[src/rtl/fp_addsub_scheduler.sv]
// Two-port round-robin scheduler sequencing a shared FP add/sub datapath.
// Optional: FPSCHED_SPECIAL_BYPASS_EN short-circuits inf/NaN operands.
module fp_addsub_scheduler #(
  parameter int STAGES = 4
) (
  input  logic              clk,
  input  logic              rst,
  input  logic [1:0]        req_valid,
  output logic [1:0]        req_ready,
  input  logic              req_sub0,
  input  logic              req_sub1,
  input  logic [31:0]       req_a0,
  input  logic [31:0]       req_b0,
  input  logic [31:0]       req_a1,
  input  logic [31:0]       req_b1,
  output logic [31:0]       dp_a,
  output logic [31:0]       dp_b,
  output logic              dp_eop,
  output logic [STAGES-1:0] dp_en,
  input  logic [31:0]       dp_result,
  input  logic              dp_ovf,
  output logic              rsp_valid,
  input  logic              rsp_ready,
  output logic              rsp_id,
  output logic [31:0]       rsp_result,
  output logic [2:0]        rsp_flags,
  output logic              busy
);

  localparam logic [2:0] S_IDLE  = 3'd0;
  localparam logic [2:0] S_ALIGN = 3'd1;
  localparam logic [2:0] S_ADD   = 3'd2;
  localparam logic [2:0] S_NORM  = 3'd3;
  localparam logic [2:0] S_EXC   = 3'd4;
  localparam logic [2:0] S_RESP  = 3'd5;

  logic [2:0]  r_state;
  logic        r_last;
  logic [31:0] r_a;
  logic [31:0] r_b;
  logic        r_eop;
  logic        r_id;
  logic [31:0] r_res;
  logic [2:0]  r_flags;

  logic        w_accept;
  logic        w_g;
  logic        w_sub;
  logic [31:0] w_a;
  logic [31:0] w_b;
  logic        w_eop;
  logic        w_byp;
  logic [31:0] w_byp_res;
  logic [2:0]  w_byp_flags;
  logic [2:0]  w_exc_flags;

  // Contested grant goes to whoever did not win last time.
  assign w_g = (req_valid == 2'b11) ? ~r_last : ~req_valid[0];
  assign w_accept = (r_state == S_IDLE) && (|req_valid) && !rst;

  assign w_sub = w_g ? req_sub1 : req_sub0;
  assign w_a   = w_g ? req_a1 : req_a0;
  assign w_b   = w_g ? req_b1 : req_b0;
  assign w_eop = w_sub ^ w_a[31] ^ w_b[31];

  assign req_ready = !w_accept ? 2'b00 :
                     (w_g ? 2'b10 : 2'b01);

  assign w_exc_flags[0] = dp_ovf;
  assign w_exc_flags[1] = (dp_result[30:0] == 31'd0);
  assign w_exc_flags[2] = (dp_result[30:23] == 8'hFF) &&
                          (dp_result[22:0] != 23'd0);

`ifdef FPSCHED_SPECIAL_BYPASS_EN
  logic w_a_max;
  logic w_b_max;
  logic w_a_nan;
  logic w_b_nan;
  logic w_a_inf;
  logic w_b_inf;
  logic w_qnan;

  assign w_a_max = (w_a[30:23] == 8'hFF);
  assign w_b_max = (w_b[30:23] == 8'hFF);
  assign w_a_nan = w_a_max && (w_a[22:0] != 23'd0);
  assign w_b_nan = w_b_max && (w_b[22:0] != 23'd0);
  assign w_a_inf = w_a_max && (w_a[22:0] == 23'd0);
  assign w_b_inf = w_b_max && (w_b[22:0] == 23'd0);
  assign w_byp   = w_a_max || w_b_max;
  // inf - inf (effective) is invalid, same as a NaN input.
  assign w_qnan  = w_a_nan || w_b_nan ||
                   (w_a_inf && w_b_inf && w_eop);

  always_comb begin
    w_byp_res   = 32'h7F80_0001;
    w_byp_flags = 3'b100;
    if (!w_qnan) begin
      w_byp_flags = 3'b001;
      if (w_a_inf) begin
        w_byp_res = w_a;
      end else begin
        w_byp_res = {w_b[31] ^ w_sub, w_b[30:0]};
      end
    end
  end
`else
  assign w_byp       = 1'b0;
  assign w_byp_res   = 32'd0;
  assign w_byp_flags = 3'd0;
`endif

  always_ff @(posedge clk) begin
    if (rst) begin
      r_state <= S_IDLE;
      r_last  <= 1'b1;
      r_a     <= 32'd0;
      r_b     <= 32'd0;
      r_eop   <= 1'b0;
      r_id    <= 1'b0;
      r_res   <= 32'd0;
      r_flags <= 3'd0;
    end else begin
      unique case (r_state)
        S_IDLE: begin
          if (w_accept) begin
            r_a    <= w_a;
            r_b    <= w_b;
            r_eop  <= w_eop;
            r_id   <= w_g;
            r_last <= w_g;
            if (w_byp) begin
              r_res   <= w_byp_res;
              r_flags <= w_byp_flags;
              r_state <= S_RESP;
            end else begin
              r_state <= S_ALIGN;
            end
          end
        end
        S_ALIGN: r_state <= S_ADD;
        S_ADD:   r_state <= S_NORM;
        S_NORM:  r_state <= S_EXC;
        S_EXC: begin
          r_res   <= dp_result;
          r_flags <= w_exc_flags;
          r_state <= S_RESP;
        end
        S_RESP: begin
          if (rsp_ready) r_state <= S_IDLE;
        end
        default: r_state <= S_IDLE;
      endcase
    end
  end

  always_comb begin
    dp_en = '0;
    unique case (r_state)
      S_ALIGN: dp_en[0] = 1'b1;
      S_ADD:   dp_en[1] = 1'b1;
      S_NORM:  dp_en[2] = 1'b1;
      S_EXC:   dp_en[3] = 1'b1;
      default: dp_en = '0;
    endcase
  end

  assign dp_a       = r_a;
  assign dp_b       = r_b;
  assign dp_eop     = r_eop;
  assign rsp_id     = r_id;
  assign rsp_result = r_res;
  assign rsp_flags  = r_flags;
  assign rsp_valid  = (r_state == S_RESP);
  assign busy       = (r_state != S_IDLE);

endmodule

[config.mk]
export PLATFORM = sky130hd
export DESIGN_NAME = fp_addsub_scheduler
export DESIGN_NICKNAME = d
export VERILOG_FILES = /design/src/rtl/fp_addsub_scheduler.sv
export SDC_FILE = /design/constraint.sdc
export NUM_CORES = 1
export LEC_CHECK = 0
export ABC_AREA = 1
export BUFFER_PORTS_ARGS = -buffer_cell sky130_fd_sc_hd__clkbuf_2
export CAP_MARGIN = 20
export CORE_AREA = 2 2 107 109
export DETAILED_ROUTE_END_ITERATION = 10
export DIE_AREA = 0 0 109 111
export GPL_TIMING_DRIVEN = 0
export HOLD_SLACK_MARGIN = 0.06
export PLACE_DENSITY = 0.75
export SYNTH_ARGS = -nofsm -noshare
export SYNTH_HDL_FRONTEND = slang
export SYNTH_SLANG_ARGS = --single-unit
[constraint.sdc]
create_clock -name clk -period 2.6 [get_ports clk]
set_input_delay 0 -clock clk [delete_from_list [all_inputs] [get_ports clk]]
set_output_delay 0 -clock clk [all_outputs]
set_load 0.01 [all_outputs]
==> run metrics <==
outcome=complete, no violations; critical path's largest stage delay=0.57 ns; Layout area overhead=82.55%; FF-to-FF path depth=8; Final period util=91.90%; met3 Usage GRT=6.937%; Vias/cell=5.097; met2 GRT Util=51.72%; Worst path depth=8; pin count of the biggest net entering global routing=19; Post-Syn Nets=752; Slew Viols, Final=0; synthesized instance count=584; initial core utilization=38.51%; Critical Path AT=2.67 ns; CP Max Fanout=10; Synth Cell Area=4265 um^2; Crit path buffers/inverters=3; hold slack=0.06959 ns; initial antenna violation count=1; FP Rows=39; distinct cell type count of the synthesized netlist=24; number of DRC markers in iteration 0=420; Clock Root Buffer=clkbuf_16; min-delay worst type=in2reg; total CTS buffers=9; FILL cells=836; aggregate negative setup slack=0 ns; static leakage=0.003863 uW; RR Endpoint=dp_b[26]; cell breakdown of the critical path=nor2_2 -> nand4_2 -> nor2_4 -> buf_4 -> buf_2 -> nand2_1 -> a31oi_1 -> dlygate4sd3_1; CTS max path bufs=2; Mean Syn Cell Area=7.304 um^2; Die Wd=109 um; first-pass GRT wire length=28,560 um; Net count, final=1,200; final cell count without fillers=1,181; via count=6,020; worst path required time=2.88 ns; clk sinks=105; CTS tree=built; worst setup path startpoint=r_state[1]; met1 track demand over resource=32.55%; Worst-path clk slew=0.07 ns; Peak VDD IR=0.0004909 V; delay-heaviest family, CP=buffers and inverters; drt first pass iters=5; max_slew headroom=56.98%; r2r setup slk=0.21 ns; die height=111 um; final setup vio count=0; Wirelength per Cell=15.96 um; Top Usage Layer GRT=met2; fin util=70.29%; kind of critical path=reg2reg; final WL=18,850 um; Worst R2R Start=r_state[1]; GP Congestion=0.8998; post-DP HPWL=10,990 um; Max Freq=0.4185 GHz; register bit total from synthesis=105; slew of the pin with the lowest slew margin=0.6453 ns; Die Area=12,100 um^2; vias in the first global route=5,913; Fin. Hold Viols=0; Critical Path End=dp_b[26]; Ports=277; sequential share of the synthesized area=49.28%; proportion of layout cells with a drive suffix above 1=31.24%; drt drc=0; Slowest cell on crit path=dlygate4sd3_1; clk_skew=0.006775 ns; Min Clock Period, post-route=2.389 ns; clk_lat worst skew=0.34 ns; Placed Cells=1,003; critical path startpoint category=register; Syn. warnings=0; # port buffers=276; MaxCap Viol Count=0; GR Overflow Total=0; CP Capture Type=register; ANT nets after route=0; pwr dens=719.3 nW/um^2; H-Tree Level Count=3; RSZ-0062 raised after global routing=no; Placeable Area=11,080 um^2; GRT Total Usage=30.22%
[state kept, by name (all words and copies together), names as in the netlist]
signal / cells
rsp_result: 32
dp_a: 32
rsp_flags: 3
r_state: 3
r_last: 1
dp_b: 32
dp_eop: 1
rsp_id: 1
[synth_stat cells (all sizes together)]
library cell | count | area (um^2)
a31oi | 62 | 387.9
nor4 | 1 | 6.260
or2 | 1 | 6.260
nand4 | 9 | 62.56
inv | 47 | 176.4
buf | 21 | 112.6
o211ai | 1 | 7.510
nor2 | 20 | 92.59
nand3 | 10 | 50.05
nand2 | 213 | 802.0
nand3b | 1 | 7.510
nor3 | 4 | 20.02
a211oi | 1 | 7.510
clkbuf | 16 | 60.06
o221ai | 1 | 8.760
o21ai | 36 | 180.2
a21oi | 35 | 175.2
dfxtp | 105 | 2102
[power breakdown]
| part | internal (uW) | switching (uW) | leakage (uW) |
|---|---|---|---|
| clock network | 885 | 631 | 0.000162 |
| logic | 914 | 1100 | 0.00285 |
| registers | 1900 | 177 | 0.000855 |
| total | 3690 | 1910 | 0.00386 |
[through the flow]
stage / setup slack (ns) / power (uW) / instance area (um^2)
6_report: 0.2106 / 5601 / 7786
5_1_grt: 0.02130 / 5891 / 7786
4_1_cts: 0.2430 / 5500 / 7742
3_5_place_dp: 0.8012 / 3633 / 5826
3_3_place_gp: 0.8266 / 3618 / 5826
2_1_floorplan: 1.235 / 2950 / 4265
[layout by cell type (no fill, tap or decap), types with 2 or more instances in the layout]
cell type,n
dfxtp_1,105
inv_1,46
nand3_1,10
clkbuf_1,16
nand4_1,8
nor2_4,2
a21oi_1,35
nand2_1,212
clkbuf_16,9
dlygate4sd3_1,158
buf_4,5
buf_2,18
inv_6,2
a31oi_1,61
nor2_1,17
bufinv_16,2
o21ai_0,36
nor3_1,4
clkbuf_2,276
[worst min-delay path, delay by kind of cell]
| family | cells | cell delay, ns |
|---|---|---|
| buf+inv | 1 | 0.09 |
| simple gates | 4 | 0.28 |
[routing by layer]
metal  part of all wire, %  routed length, um  vias up
met5                     0                  0        -
met4                   6.4               1207        0
met3                   6.7               1259      107
met2                    49               9290      348
met1                    38               7091     2748
li1                      -                  -     2817
[logic make-up (layout without fill, tap and decap cells)]
kind of cell / Yosys count / count (layout) / share of synthesized area [%]
DFF: 105 / 105 / 49.28
AOI/OAI and AO/OA: 136 / 136 / 17.98
buffers and inverters: 84 / 537 / 8.184
and+or+nand+nor: 259 / 259 / 24.55
other: 0 / 1 / 0
[worst min-delay path by stage]
stage                          start           end  slack [ns]  cells past startpoint
after floorplan               dp_ovf  rsp_flags[0]        0.13                      2
after global placement        dp_ovf  rsp_flags[0]        0.23                      3
after detailed placement      dp_ovf  rsp_flags[0]        0.24                      3
after CTS                 req_b1[31]      dp_b[31]        0.06                      5
after global routing      req_a1[31]      dp_a[31]         0.1                      5
final                     req_b1[31]      dp_b[31]        0.07                      5
[cell type report]
cell class | count | area [um^2] | share of cell area (%)
plain buffers | 37 | 172.7 | 2.218
repair buffers | 437 | 2998 | 38.50
inverters | 47 | 176.4 | 2.266
clock buffers | 10 | 239.0 | 3.069
clock inverters | 6 | 96.34 | 1.237
multi-input cells | 395 | 1821 | 23.38
flip-flops and latches | 105 | 2102 | 27.00
well taps | 143 | 178.9 | 2.298
diodes | 1 | 2.502 | 0.03214
[what timing repair did]
action | 4_1_cts | 5_1_grt
setup endpoints to repair | 0 | 2
hold buffers | 158 | 0
endpoints found under the hold margin | 99 | 0
resized for setup | 0 | 1
setup buffers | 0 | 3
(Power assumes the default switching activity.)
